`config.mk`:
```
export PLATFORM = sky130hd
export DESIGN_NAME = pmem_arbiter
export DESIGN_NICKNAME = d
export VERILOG_FILES = /design/src/rtl/pmem_arbiter_pkg.sv /design/src/rtl/pmem_arbiter_streak.sv /design/src/rtl/pmem_arbiter.sv
export SDC_FILE = /design/constraint.sdc
export NUM_CORES = 1
export LEC_CHECK = 0
export ABC_AREA = 1
export ABC_CLOCK_PERIOD_IN_PS = 2500
export BUFFER_PORTS_ARGS = -buffer_cell sky130_fd_sc_hd__buf_2
export CAP_MARGIN = 5
export CORE_AREA = 5 5 270 272
export DETAILED_ROUTE_END_ITERATION = 16
export DIE_AREA = 0 0 275 277
export GPL_TIMING_DRIVEN = 0
export PLACE_DENSITY = 0.39
export REMOVE_ABC_BUFFERS = 1
export SETUP_SLACK_MARGIN = 0.4
export SYNTH_ARGS = -nofsm -noshare
export SYNTH_HDL_FRONTEND = slang
export SYNTH_SLANG_ARGS = --single-unit
```
`constraint.sdc`:
```
create_clock -name clk -period 2.5 [get_ports clk]
set_input_delay 0.25 -clock clk [delete_from_list [all_inputs] [get_ports clk]]
set_output_delay 0.25 -clock clk [all_outputs]
set_load 0.03 [all_outputs]
```
`src/rtl/pmem_arbiter_pkg.sv`:
```
// -----------------------------------------------------------------------------
// pmem_arbiter_pkg
//   Shared types for the physical-memory arbiter.
//   - lc3b_word      : 16-bit address/data word
//   - lc3b_line      : 128-bit cache line
//   - lc3b_arb_state : arbiter FSM states
//   - streak_width() : width of the starvation streak counter, never below 1
// -----------------------------------------------------------------------------
package pmem_arbiter_pkg;

  typedef logic [15:0]  lc3b_word;
  typedef logic [127:0] lc3b_line;

  typedef enum logic [1:0] {
    ARB_IDLE    = 2'd0,
    ARB_SERVE_I = 2'd1,
    ARB_SERVE_D = 2'd2
  } lc3b_arb_state;

  // A limit of 0 still needs a one-bit counter so the port widths stay legal.
  function automatic int streak_width(input int max_streak);
    if (max_streak < 1) begin
      return 1;
    end
    return $clog2(max_streak + 1);
  endfunction

endpackage

```
`src/rtl/pmem_arbiter_streak.sv`:
```
// -----------------------------------------------------------------------------
// arb_streak_counter
//   Saturating up-counter tracking consecutive contended D-cache grants.
//   Ports:
//     clk       in   clock
//     rst_n     in   synchronous reset, active-low
//     i_clr     in   clear to zero (wins over increment)
//     i_inc     in   increment, holds at MAX_COUNT
//     o_at_max  out  count has reached MAX_COUNT
// -----------------------------------------------------------------------------
module arb_streak_counter
  import pmem_arbiter_pkg::*;
#(
  parameter int MAX_COUNT = 4,
  parameter int W         = streak_width(MAX_COUNT)
) (
  input  logic clk,
  input  logic rst_n,
  input  logic i_clr,
  input  logic i_inc,
  output logic o_at_max
);

  localparam logic [W-1:0] LIMIT = W'(MAX_COUNT);

  logic [W-1:0] r_count;

  always_ff @(posedge clk) begin
    if (!rst_n) begin
      r_count <= '0;
    end else if (i_clr) begin
      r_count <= '0;
    end else if (i_inc && (r_count != LIMIT)) begin
      r_count <= r_count + W'(1);
    end
  end

  // With MAX_COUNT == 0 this is permanently true, so I always wins contention.
  assign o_at_max = (r_count == LIMIT);

endmodule

```
`src/rtl/pmem_arbiter.sv`:
```
// -----------------------------------------------------------------------------
// pmem_arbiter
//   Shares one physical-memory port between the I-cache (line fills) and the
//   D-cache (line fills and writebacks). One requester is served at a time;
//   its command, address and write data are captured at grant and replayed to
//   memory for the whole transaction. D-cache has priority, but after
//   MAX_STREAK consecutive contended D grants the I-cache is forced through.
//
//   state       | meaning
//   ------------+-----------------------------------------------------------
//   ARB_IDLE    | no transaction; arbitrate, one decision per cycle
//   ARB_SERVE_I | I-cache fill in flight; leaves on pmem_resp
//   ARB_SERVE_D | D-cache fill/writeback in flight; leaves on pmem_resp
//
//   Ports:
//     clk, rst_n                       clock, synchronous active-low reset
//     i_pmem_read/address              I-cache request (held until resp)
//     i_pmem_resp/rdata                I-cache response
//     d_pmem_read/write/address/wdata  D-cache request (held until resp)
//     d_pmem_resp/rdata                D-cache response
//     pmem_read/write/address/wdata    command to memory
//     pmem_resp/rdata                  memory response
// -----------------------------------------------------------------------------
module pmem_arbiter
  import pmem_arbiter_pkg::*;
#(
  parameter int MAX_STREAK = 4
) (
  input  logic     clk,
  input  logic     rst_n,

  input  logic     i_pmem_read,
  input  lc3b_word i_pmem_address,
  output logic     i_pmem_resp,
  output lc3b_line i_pmem_rdata,

  input  logic     d_pmem_read,
  input  logic     d_pmem_write,
  input  lc3b_word d_pmem_address,
  input  lc3b_line d_pmem_wdata,
  output logic     d_pmem_resp,
  output lc3b_line d_pmem_rdata,

  output logic     pmem_read,
  output logic     pmem_write,
  output lc3b_word pmem_address,
  output lc3b_line pmem_wdata,
  input  logic     pmem_resp,
  input  lc3b_line pmem_rdata
);

  lc3b_arb_state r_state;
  lc3b_arb_state w_state_next;

  logic     r_op_write;
  lc3b_word r_addr;
  lc3b_line r_wdata;

  logic w_i_req;
  logic w_d_req;
  logic w_streak_clr;
  logic w_streak_inc;
  logic w_streak_at_max;

  assign w_i_req = i_pmem_read;
  assign w_d_req = d_pmem_read | d_pmem_write;

  arb_streak_counter #(
    .MAX_COUNT (MAX_STREAK)
  ) u_streak (
    .clk      (clk),
    .rst_n    (rst_n),
    .i_clr    (w_streak_clr),
    .i_inc    (w_streak_inc),
    .o_at_max (w_streak_at_max)
  );

  // State register plus the command latches, captured only on the grant edge
  // so later changes on the request side cannot disturb memory.
  always_ff @(posedge clk) begin
    if (!rst_n) begin
      r_state    <= ARB_IDLE;
      r_op_write <= 1'b0;
      r_addr     <= '0;
      r_wdata    <= '0;
    end else begin
      r_state <= w_state_next;
      if ((r_state == ARB_IDLE) && (w_state_next == ARB_SERVE_D)) begin
        // Read and write both asserted is a protocol error; the write wins.
        r_op_write <= d_pmem_write;
        r_addr     <= d_pmem_address;
        r_wdata    <= d_pmem_wdata;
      end else if ((r_state == ARB_IDLE) && (w_state_next == ARB_SERVE_I)) begin
        r_op_write <= 1'b0;
        r_addr     <= i_pmem_address;
        r_wdata    <= '0;
      end
    end
  end

  // Next state and streak bookkeeping. Only contended D grants count towards
  // the streak; any I grant restarts it.
  always_comb begin
    w_state_next = r_state;
    w_streak_clr = 1'b0;
    w_streak_inc = 1'b0;
    unique case (r_state)
      ARB_IDLE: begin
        if (w_d_req && w_i_req) begin
          if (w_streak_at_max) begin
            w_state_next = ARB_SERVE_I;
            w_streak_clr = 1'b1;
          end else begin
            w_state_next = ARB_SERVE_D;
            w_streak_inc = 1'b1;
          end
        end else if (w_d_req) begin
          w_state_next = ARB_SERVE_D;
        end else if (w_i_req) begin
          w_state_next = ARB_SERVE_I;
          w_streak_clr = 1'b1;
        end
      end
      ARB_SERVE_I, ARB_SERVE_D: begin
        // Returning through IDLE gives the mandatory one-cycle bubble.
        if (pmem_resp) begin
          w_state_next = ARB_IDLE;
        end
      end
      default: begin
        w_state_next = ARB_IDLE;
      end
    endcase
  end

  // Outputs decode only registered state and latches, so the memory command
  // is glitch-free and stable; only the response pulses follow pmem_resp.
  always_comb begin
    pmem_read    = 1'b0;
    pmem_write   = 1'b0;
    pmem_address = '0;
    pmem_wdata   = '0;
    i_pmem_resp  = 1'b0;
    d_pmem_resp  = 1'b0;
    unique case (r_state)
      ARB_SERVE_I: begin
        pmem_read    = 1'b1;
        pmem_address = r_addr;
        pmem_wdata   = r_wdata;
        i_pmem_resp  = pmem_resp;
      end
      ARB_SERVE_D: begin
        pmem_read    = ~r_op_write;
        pmem_write   = r_op_write;
        pmem_address = r_addr;
        pmem_wdata   = r_wdata;
        d_pmem_resp  = pmem_resp;
      end
      default: begin
      end
    endcase
  end

  assign i_pmem_rdata = pmem_rdata;
  assign d_pmem_rdata = pmem_rdata;

endmodule
```
==> metrics.md, run 1 <==
| Metric | Value |
|---|---|
| Sequential share of power | 29.1% |
| Max_cap viols | 0 |
| Synth Warn # | 0 |
| Compound-Gate Fraction of Synth Area | 8.426% |
| Pint | 5.950 mW |
| Final Hold Vio Count | 0 |
| HPWL Detailed | roughly 70000 um |
| Post-Route Setup TNS | 0 ns |
| Crit Path Max Fanout | 5 |
| FP Rows | 98 |
| Critical path class | reg2reg |
| Share of cells above drive strength 1 | 39.60% |
| Post-synthesis adder-cell area fraction | 0.8315% |
| Ports | between 600 and 700 |
| Initial antenna violation count | 14 |
| Sw Share | 39.81% |
| Cell family with most CP delay | buffers and inverters |
| Minimum clock period | 2.260 ns |
| Relative slew slack | around 53% |
| Period utilization | approximately nine tenths |
| Top post-synthesis cells by area | dfxtp_1 33%, buf_4 22%, nand2_1 13% |
| Via density | 4.142 |
| Share of the synthesized area in the top cell type | between 30% and 40% |
| Largest net degree at the start of global routing | 98 |
| Main flop type after synthesis | dfxtp_1 |
| Initial Util | about an eighth |
| Total die area | 0.07618 mm2 |
| Clock network fraction of total power | a little over a quarter |
| Final Wtd Congestion | 0.8964 |
| Post-synth top cells | 305 x nand2_1, 268 x buf_4, 194 x inv_1 |
| Clock skew | 0.007487 ns |
| Worst path required time | 2.91 ns |
| Leak pwr | 7.314 nW |
| Placed cells | 2274 |
| CTS clk-pin slew, worst paths | 0.07 ns |
| Pre-CTS setup slack | -1.486 ns |
| Floorplan core area | 0.07051 mm2 |
| Latest clock arrival within the worst-skew pair | 0.49 ns |
| Setup ws final | 0.2397 ns |
| Setup crit start kind | flip-flop |
| Cell Chain, Critical Path | inv_1 > ha_2 > nand2_2 > inv_2 > o21ai_4 > nand2_2 > nand2_4 > nand3_4 > buf_16 > buf_16 > inv_16 > buf_12 > buf_12 > buf_12 > clkbuf_16 > nand2_2 > a21oi_2 |
| Count leader, synth | nand2_1 |
| Largest family of logic cells by synthesized area | buffers and inverters |
| Number of global-route vias before repair | just over 10k |
| Root buffer cell | clkbuf_16 |
| Simple-gate share of the synthesized area | 23.56% |
| Share of flip-flops with an asynchronous set or reset | 0% |
| Die W | 275 um |
| Input/output buffers | around 310 |
| CTS Sinks | 150 |
| Unique masters post-synth | 22 |
| CTS Buffer Depth | 2 |
| Die H | 277 um |
| Vias | 10.44k |
| Htree depth | 4 |
| Cts bufs inserted | 17 |
| Worst EP arrival | 2.67 ns |
| Worst Path Buf+Inv | 9 |
| XOR/XNOR Fraction of Synth Area | 0.1940% |
| Initial drt markers | 689 |
| Utilization after layout | 20.53% |
| DRT Pass-1 Iters | 5 |
| Mapped cell area | 0.009029 mm2 |
| RSZ-0062 raised after global routing | yes |
| Crit. End Element | flip-flop |
| Post-Syn Area per Cell | 6.733 um2 |
| Filler cell count in the final layout | 7846 |
| Setup violators final | 0 |
| Dpl cell area | about 0.01 mm2 |
| Slew Limit Fails | 0 |
| PwrDens | 682.9 mW/mm2 |
| Tightest Pin Transition | ~0.71 ns |
| Critical path's slowest cell | dfxtp_2 |
| Post-DRT Antenna Nets | 0 |
| Sw power | 3.936 mW |
| Post-synthesis sequential area ratio | 33.26% |
| Routed length per instance | 38.79 um |
| Worst hold path class | in2reg |
| Post-synth EDFFs | 0 |
| Area Growth Syn to Fin | 60.35% |
| GRT Total Usage | between 20% and 30% |
| CTS tree | yes |
| Peak Freq | ~440 MHz |
| Gate power share | between 40% and 50% |
| Worst path max stage delay | 0.34 ns |
| First-pass GRT wire length | 118500 um |
| Fin area | 0.01448 mm2 |
| Mapped Cells | 1341 |
| Fin nets | 1855 |
| Post-Route WL | 97790 um |
| Residual DRC | 0 |
| Mux share of post-synthesis cell area | 0% |
| Status | completed |
| Yosys top cell by area | dfxtp_1 |
| Number of synthesized register bits | 150 |
| Max IR drop VDD | 457.6 uV |
| Gr ovfl total | 0 |
| Non-Filler Instances | between 2k and 3k |
==> power by group through the flow <==
stage | Clock (mW) | Sequential [mW] | Combinational (mW)
after floorplan | 0 | 2.85 | 1.30
after global placement | 0 | 2.89 | 2.18
after detailed placement | 0 | 2.89 | 2.26
after CTS | 2.81 | 2.84 | 3.91
after global routing | 2.86 | 2.90 | 4.61
final | 2.67 | 2.87 | 4.34
==> registers in the layout, indices dropped and copies added (netlist names) <==
register,cells
u_streak.r_count,3
r_wdata,128
r_op_write,1
r_addr,16
r_state,2
==> final timing paths <==
| check | slack, ns | cells past startpoint | end | startpoint |
|---|---|---|---|---|
| hold reg to reg | 0.48 | 2 | r_wdata[124] | r_wdata[124] |
| setup / recovery | 0.24 | 17 | r_wdata[114] | u_streak.r_count[0] |
| hold / removal | 0.06 | 3 | r_wdata[78] | d_pmem_wdata[78] |
| setup reg to reg | 0.24 | 17 | r_wdata[114] | u_streak.r_count[0] |
==> stage by stage <==
| stage | hold slack, ns | power [mW] |
|---|---|---|
| floorplan | 0.3990 | 4.153 |
| global placement | 0.4687 | 5.069 |
| detailed placement | 0.4718 | 5.153 |
| CTS | 0.0007591 | 9.558 |
| global route | 0.03880 | 10.37 |
| finish | 0.05626 | 9.886 |
==> layout make-up <==
cell class | instances | area, um2 | share of cell area (%)
clock buffer | 18 | 439.2 | 3.033
multi-input combinational | 658 | 3735 | 25.80
inverter | 197 | 768.2 | 5.306
clock inverter | 14 | 115.1 | 0.7951
timing repair buffer | 529 | 5170 | 35.71
timing repair inverter | 2 | 46.29 | 0.3198
sequential | 150 | 3008 | 20.78
tap | 950 | 1189 | 8.210
antenna | 3 | 7.507 | 0.05185
==> worst register-to-register path: stages, from the launching register on <==
cell       delay [ns]
dfxtp_2          0.34
inv_1            0.05
ha_2             0.16
nand2_2          0.08
inv_2            0.05
o21ai_4          0.18
nand2_2          0.10
nand2_4          0.11
nand3_4          0.11
buf_16           0.15
buf_16           0.15
inv_16           0.09
buf_12           0.12
buf_12           0.10
buf_12           0.10
clkbuf_16        0.15
nand2_2          0.05
a21oi_2          0.11
==> cell families (layout without fill, tap and decap cells) <==
logic type | count (synthesis) | in the layout
adders and majority gates | 6 | 6
and+or+nand+nor | 496 | 499
other | 0 | 3
AOI/OAI and AO/OA | 151 | 151
xor gates and xnor gates | 2 | 2
buffers and inverters | 536 | 760
DFF | 150 | 150
==> routing by layer <==
layer	up-vias	share of wire, %	GRT usage, %	routed length (um)
li1	4338	-	-	-
met1	4881	28	19.24	27710
met2	1046	42	35.89	41220
met3	151	22	26.36	21930
met4	26	5.6	11.49	5457
met5	-	1.5	14.12	1474
==> cells in the final DEF, fill, tap and decap left out, types with 31 or more instances in the layout <==
cell           instances
nand2_1              211
nand3_1              159
inv_2                 31
dlygate4sd3_1        126
inv_1                162
buf_16                32
nand2_2               43
dfxtp_1              146
a21oi_2               37
buf_2                184
buf_6                 52
nand2_4               52
buf_4                 53
clkbuf_4              47
a21oi_1              108
==> repair_timing <==
action | in CTS | in global routing
hold buffers | 126 | 0
resized for setup | 256 | 218
hold endpoints to repair | 126 | 0
pin swaps | 41 | 80
endpoints found under the setup margin | 290 | 290
cloned | 29 | 11
setup buffers | 41 | 5
(Power assumes the default switching activity.)
==> run 2: changes to the inputs <==
--- a/config.mk
+++ b/config.mk
@@ -9,13 +9,15 @@
 export ABC_CLOCK_PERIOD_IN_PS = 2500
 export BUFFER_PORTS_ARGS = -buffer_cell sky130_fd_sc_hd__buf_2
 export CAP_MARGIN = 5
-export CORE_AREA = 5 5 270 272
+export CORE_AREA = 5 5 266 268
 export DETAILED_ROUTE_END_ITERATION = 16
-export DIE_AREA = 0 0 275 277
+export DIE_AREA = 0 0 271 273
 export GPL_TIMING_DRIVEN = 0
-export PLACE_DENSITY = 0.39
+export PLACE_DENSITY = 0.4
 export REMOVE_ABC_BUFFERS = 1
 export SETUP_SLACK_MARGIN = 0.4
+export SKIP_LAST_GASP = 1
 export SYNTH_ARGS = -nofsm -noshare
 export SYNTH_HDL_FRONTEND = slang
+export SYNTH_HIERARCHICAL = 1
 export SYNTH_SLANG_ARGS = --single-unit
==> metrics.md, run 2 <==
| Metric | Value |
|---|---|
| Worst reg2reg setup slack | 0.25 ns (about the same) |
| Largest net degree at the start of global routing | 69 (-30%) |
| Final Wtd Congestion | 0.8902 (-0.69%) |
| FP Rows | 96 (-2.0%) |
| First-pass GRT wire length | 113900 um (-3.9%) |
| R2R Path Start | r_state[0] |
| Max_cap viols | 0 (unchanged) |
| Post-synth EDFFs | 0 (unchanged) |
| Placed cells | 2257 (-0.75%) |
| Worst hold path class | in2reg |
| Cts bufs inserted | 17 (unchanged) |
| Setup violators final | 0 (unchanged) |
| Max IR drop VDD | 421.9 uV (-7.8%) |
| RSZ-0062 raised after global routing | yes |
| Crit Path Max Fanout | 7 (+2) |
| Crit. End Element | flip-flop |
| Worst path max stage delay | 0.36 ns (+0.02 ns) |
| Latest clock arrival within the worst-skew pair | 0.48 ns (about the same) |
| Post-DRT Antenna Nets | 0 (unchanged) |
| Final Hold Vio Count | 0 (unchanged) |
| Relative slew slack | 55.67% (+3.1 points) |
| Mapped Cells | 1386 (+3.4%) |
| Tightest Pin Transition | 0.6649 ns (-0.04595 ns) |
| Non-Filler Instances | 2510 (-0.44%) |
| Synth Warn # | 6 (+6) |
| Worst Setup SP | r_state[0] |
| Peak Freq | 444.4 MHz (+0.44%) |
| Mapped cell area | 0.009325 mm2 (+3.3%) |
| Cell Chain, Critical Path | inv_4 > ha_4 > buf_12 > nand3_4 > nand4_1 > nand3b_1 > buf_6 > buf_12 > buf_12 > buf_12 > clkbuf_16 > nand3_1 > a21oi_1 |
| Minimum clock period | 2.250 ns (-0.01001 ns) |
| Number of synthesized register bits | 150 (unchanged) |
| Routed length per instance | 37.96 um (-2.2%) |
| Post-synth top cells | 324 x nand2_1, 259 x buf_4, 193 x inv_1 |
| Worst EP arrival | 2.58 ns (-0.09 ns) |
| Leak pwr | 7.604 nW (+4.0%) |
| Top post-synthesis cells by area | dfxtp_1 32%, buf_4 21%, nand2_1 13% |
| Number of global-route vias before repair | 9840 (-3.9%) |
| Critical path class | reg2reg |
| Fin nets | 1914 (+3.2%) |
| Via density | 4.248 (+2.6%) |
| Residual DRC | 0 (unchanged) |
| Die H | 273 um (-1.4%) |
| CTS clk-pin slew, worst paths | 0.07 ns (about the same) |
| Period utilization | 90.01% (-0.40 points) |
| Routed met2 length | 41040 um (-0.45%) |
| Most frequent cells in the layout | 272 x nand2_1, 171 x buf_2, 149 x nand3_1, 146 x dfxtp_1, 137 x inv_1 |
| DR top layer | met5 |
| Htree depth | 4 (unchanged) |
| Filler cell count in the final layout | 7553 (-3.7%) |
| Post-synthesis sequential area ratio | 32.20% (-1.1 points) |
| Die W | 271 um (-1.5%) |
| Area Growth Syn to Fin | 60.36% (about the same) |
| Status | completed |
| Main flop type after synthesis | dfxtp_1 |
| Yosys top cell by area | dfxtp_1 |
| Vias | 10.66k (+2.1%) |
| Unique masters post-synth | 26 (+18%) |
| Input/output buffers | 313 (unchanged) |
| Post-Route WL | 95270 um (-2.6%) |
| Top flop regs | r_wdata x128, r_addr x16, u_streak/r_count x3 |
| Slew Limit Fails | 0 (unchanged) |
| CTS tree | yes |
| Setup crit start kind | flip-flop |
| Share of flip-flops with an asynchronous set or reset | 0% (unchanged) |
| Hold_sp | d_pmem_wdata[110] |
| GRT Total Usage | 23.77% (-0.43 points) |
| WL met3 | 18560 um (-15%) |
| Share of cells above drive strength 1 | 39.52% (-0.084 points) |
| Utilization after layout | 21.96% (+1.4 points) |
| Clock skew | 0.01334 ns (+0.005857 ns) |
| CTS Buffer Depth | 2 (unchanged) |
| HPWL Detailed | 70230 um (-2.0%) |
| Initial Util | 13.69% (+0.89 points) |
| Root buffer cell | clkbuf_16 |
| Share of the synthesized area in the top cell type | 32.20% (-1.1 points) |
| Initial drt markers | 730 (+6.0%) |
| Critical path's slowest cell | dfxtp_4 |
| Number of flip-flops in the largest register | 128 (unchanged) |
| PwrDens | 640.8 mW/mm2 (-6.2%) |
| Ports | 698 (unchanged) |
| Wl on met1 | 29990 um (+8.2%) |
| CTS Sinks | 150 (unchanged) |
| Cell mode on critical path | buf_12 |
| Post-Syn Area per Cell | 6.728 um2 (about the same) |
| Floorplan core area | 0.06811 mm2 (-3.4%) |
| Gr ovfl total | 0 (unchanged) |
| Hold Slack | 0.04502 ns (-0.01124 ns) |
| DRT Pass-1 Iters | 5 (unchanged) |
| Total die area | 0.07398 mm2 (-2.9%) |
| Top reg by flops | r_wdata |
| Most common cell after layout, fill and taps aside | nand2_1 |
| Initial antenna violation count | 1 (-13) |
| Worst path required time | 2.83 ns (-0.08 ns) |
| Count leader, synth | nand2_1 |
[run 2: cell types whose count changed in the layout (fill, tap and decap cells not counted), moves of 18 or more]
cell | previous run | this run
nor2_4 | 0 | 19
buf_6 | 52 | 90
buf_4 | 53 | 88
nand2_2 | 43 | 8
dlygate4sd3_1 | 126 | 106
nand2_1 | 211 | 272
clkbuf_4 | 47 | 2
a21oi_1 | 108 | 126
inv_2 | 31 | 55
inv_1 | 162 | 137
a21oi_2 | 37 | 5
[run 2: layout make-up]
type                       count  area, um2  area share [%]
clock buffer                  20      456.7           3.054
antenna                        1      2.502         0.01673
multi-input combinational    708       3949           26.41
tap                          882       1104           7.380
sequential                   150       3013           20.15
timing repair buffer         540       5498           36.76
clock inverter                12      167.7           1.121
inverter                     197      764.5           5.112
[run 2: path summary, 6_finish.rpt]
kind                  end  cells after the start
max reg2reg    r_wdata[7]                     13
min reg2reg   r_wdata[80]                      2
min          r_wdata[110]                      3
max            r_wdata[7]                     13
[run 2: logic make-up (layout without fill, tap and decap cells)]
logic type,after synthesis,in the layout,share of synthesized area (%)
AND/OR/NAND/NOR,545,552,24.84
buffers and inverters,535,769,33.61
adder cells (fa/ha/maj),6,6,0.8050
flip-flops,150,150,32.20
other,0,1,0
AO/OA/AOI/OAI,150,150,8.547
[run 2: what timing repair did]
action / in CTS / in global routing
resized for setup: 242 / 311
buffers inserted: 60 / 10
endpoints found under the hold margin: 106 / 0
pin swaps: 24 / 55
hold buffers: 106 / 0
gates cloned: 24 / 20
setup endpoints to repair: 289 / 289
[run 2: power breakdown]
part / leakage, nW / total [mW] / internal, mW / switching (mW)
combinational: 6.07 / 3.86 / 1.72 / 2.14
sequential: 1.23 / 2.82 / 2.64 / 0.177
clock: 0.302 / 2.90 / 1.64 / 1.26
[run 2: critical path: cells and delay by family, from the launching register on]
family / cells / cell delay (ns)
AND/OR/NAND/NOR: 4 / 0.48
adder cells (fa/ha/maj): 1 / 0.27
buffers and inverters: 7 / 0.90
AO/OA/AOI/OAI: 1 / 0.06
flip-flops: 1 / 0.36
[run 2: layer usage]
metal,global-route usage [%],vias up
met1,20.64,4993
met3,23.23,128
met2,36.08,1035
li1,-,4480
met5,14.34,-
met4,9.503,27
[run 2: stage by stage]
step                      setup TNS, ns  instance area, um2  total power [mW]  worst slack, ns
after global routing                  0               14950             10.02           0.1940
after floorplan                 -772.57                6930             3.965           -4.354
final                                 0               14950             9.582           0.2497
after CTS                             0               13500             8.998           0.2032
after detailed placement         -99.31                9947             4.838          -0.8215
after global placement         -1847.20                9600             4.761           -9.633
==> run 3: changes to the inputs <==
--- a/config.mk
+++ b/config.mk
@@ -9,11 +9,13 @@
 export ABC_CLOCK_PERIOD_IN_PS = 2500
 export BUFFER_PORTS_ARGS = -buffer_cell sky130_fd_sc_hd__buf_2
 export CAP_MARGIN = 5
-export CORE_AREA = 5 5 266 268
+export CELL_PAD_IN_SITES_DETAIL_PLACEMENT = 1
+export CELL_PAD_IN_SITES_GLOBAL_PLACEMENT = 2
+export CORE_AREA = 5 5 271 273
 export DETAILED_ROUTE_END_ITERATION = 16
-export DIE_AREA = 0 0 271 273
+export DIE_AREA = 0 0 276 278
 export GPL_TIMING_DRIVEN = 0
-export PLACE_DENSITY = 0.4
+export PLACE_DENSITY = 0.64
 export REMOVE_ABC_BUFFERS = 1
 export SETUP_SLACK_MARGIN = 0.4
 export SKIP_LAST_GASP = 1
==> metrics.md, run 3 (same netlist as run 2, synthesis figures left out) <==
| Metric | Value |
|---|---|
| Floorplan core area | 0.07087 mm2 (+4.1%) |
| FP Rows | 98 (+2.1%) |
| Most common cell after layout, fill and taps aside | nand2_1 |
| Max_cap viols | 0 (unchanged) |
| DRT Pass-1 Iters | 4 (-1) |
| First-pass GRT wire length | 121100 um (+6.3%) |
| Number of global-route vias before repair | 10.91k (+11%) |
| Status | completed |
| CTS Sinks | 150 (unchanged) |
| Initial Util | 13.16% (-0.53 points) |
| Most frequent cells in the layout | 250 x nand2_1, 205 x buf_2, 155 x inv_1, 146 x dfxtp_1, 119 x dlygate4sd3_1 |
| Share of cells above drive strength 1 | 48.88% (+9.4 points) |
| Hold Slack | 0.04496 ns (-0.00005330 ns) |
| Top flop regs | r_wdata x128, r_addr x16, u_streak/r_count x3 |
| Crit Path Max Fanout | 9 (+2) |
| Worst Path Buf+Inv | 7 (unchanged) |
| Setup crit start kind | flip-flop |
| Final Wtd Congestion | 0.8779 (-1.4%) |
| Sw Share | 38.66% (+1.3 points) |
| Post-Route Setup TNS | 0 ns (unchanged) |
| Clock network fraction of total power | 28.2% (-2.0 points) |
| Cts bufs inserted | 17 (unchanged) |
| Cell Chain, Critical Path | inv_4 > ha_4 > buf_4 > buf_12 > buf_12 > clkbuf_16 > nand2_1 > inv_1 > buf_4 |
| Latest clock arrival within the worst-skew pair | 0.49 ns (about the same) |
| Setup ws final | 0.1363 ns (-0.1134 ns) |
| Routed length per instance | 38.04 um (+0.22%) |
| Area Growth Syn to Fin | 73.53% |
| Hold_sp | d_pmem_wdata[73] |
| Htree depth | 4 (unchanged) |
| Fin nets | 1932 (+0.94%) |
| Initial antenna violation count | 2 (+1) |
| Gate power share | 42.9% (+2.6 points) |
| Worst Setup SP | r_state[0] |
| Initial drt markers | 678 (-7.1%) |
| Minimum clock period | 2.364 ns (+0.1134 ns) |
| Slew Limit Fails | 0 (unchanged) |
| Setup violators final | 0 (unchanged) |
| Vias | 10.79k (+1.2%) |
| Ports | 698 (unchanged) |
| Post-Route WL | 98750 um (+3.7%) |
| HPWL Detailed | 70410 um (+0.26%) |
| Final Hold Vio Count | 0 (unchanged) |
| Critical path class | reg2out |
| Via density | 4.157 (-2.2%) |
| RSZ-0062 raised after global routing | yes |
| Max IR drop VDD | 346.2 uV (-18%) |
| Top reg by flops | r_wdata |
| Total die area | 0.07673 mm2 (+3.7%) |
| Number of flip-flops in the largest register | 128 (unchanged) |
| Die H | 278 um (+1.8%) |
| Crit. End Element | primary output |
| Period utilization | 94.55% (+4.5 points) |
| Root buffer cell | clkbuf_16 |
| Relative slew slack | 47.70% (-8.0 points) |
| Die W | 276 um (+1.8%) |
| Worst hold path class | in2reg |
| Pint | 6.062 mW (+0.94%) |
| Post-DRT Antenna Nets | 0 (unchanged) |
| CTS tree | yes |
| Sequential share of power | 28.9% (-0.5 points) |
| PwrDens | 610.8 mW/mm2 (-4.7%) |
| Worst path max stage delay | 0.37 ns (about the same) |
| Worst path required time | 2.25 ns (-0.58 ns) |
| Sw power | 3.821 mW (+6.8%) |
| Critical path's slowest cell | dfxtp_4 |
| Gr ovfl total | 0 (unchanged) |
| Residual DRC | 0 (unchanged) |
| CTS clk-pin slew, worst paths | 0.07 ns (about the same) |
| GRT Total Usage | 23.96% (+0.19 points) |
| R2R Path Start | r_state[0] |
| Largest net degree at the start of global routing | 75 (+8.7%) |
| Pre-CTS setup slack | -0.9467 ns (-0.1252 ns) |
| Filler cell count in the final layout | 8345 (+10%) |
| Tightest Pin Transition | 0.7844 ns (+0.1196 ns) |
| Clock skew | 0.01674 ns (+0.003394 ns) |
| Input/output buffers | 313 (unchanged) |
| Utilization after layout | 22.83% (+0.87 points) |
| Cell family with most CP delay | buffers and inverters |
| Peak Freq | 423.1 MHz (-4.8%) |
| CTS Buffer Depth | 2 (unchanged) |
| Leak pwr | 7.803 nW (+2.6%) |
| Worst EP arrival | 2.11 ns (-0.47 ns) |
-- run 3: final cells by class --
| type | count | area (um2) | share of cell area, % |
|---|---|---|---|
| timing repair buffer | 562 | 5777 | 35.70 |
| multi-input combinational | 704 | 4837 | 29.89 |
| sequential | 150 | 3013 | 18.62 |
| tap | 950 | 1189 | 7.346 |
| inverter | 197 | 775.7 | 4.794 |
| clock buffer | 19 | 442.9 | 2.737 |
| clock inverter | 13 | 145.1 | 0.8969 |
| antenna | 1 | 2.502 | 0.01546 |
-- run 3: worst min-delay path: stages --
cell	delay (ns)
buf_2	0.11
nand2_2	0.06
a21oi_1	0.05
-- run 3: timing repair --
action                                  4_1_cts  5_1_grt
hold buffers                                119        0
gates resized for setup                     244      438
pin swaps                                    34       64
buffers inserted                             54       15
endpoints found under the setup margin      290      293
gates cloned                                 33       17
endpoints found under the hold margin       119        0
-- run 3: power groups by stage --
stage	Combinational [mW]	Sequential (mW)	Clock, mW
2_1_floorplan	1.17	2.79	0
3_3_place_gp	1.96	2.82	0
3_5_place_dp	2.06	2.83	0
4_1_cts	3.52	2.78	2.91
5_1_grt	4.50	2.88	2.96
6_report	4.24	2.86	2.78
-- run 3: metrics by stage --
step                      power, mW  area, um2  std cells
after global routing          10.34      16180       2596
after detailed placement      4.884       9997       2325
after floorplan               3.965       6930       1048
final                         9.883      16180       2596
after CTS                     9.207      13980       2563
after global placement        4.775       9686       2311
-- run 3: layer usage --
metal / GRT usage, % / part of all wire (%) / vias up
met5: 11.11 / 1.2 / -
met4: 8.938 / 5.5 / 21
met3: 24.13 / 19 / 133
met2: 37.35 / 43 / 905
met1: 20.16 / 31 / 5210
li1: - / - / 4522
-- run 3: path summary, 6_finish.rpt --
path,endpoint,slack [ns],cells past startpoint
worst max register to register,r_wdata[25],0.22,13
worst max-delay path,pmem_wdata[100],0.14,9
worst min-delay path,r_wdata[73],0.04,3
worst min register to register,r_wdata[68],0.47,2
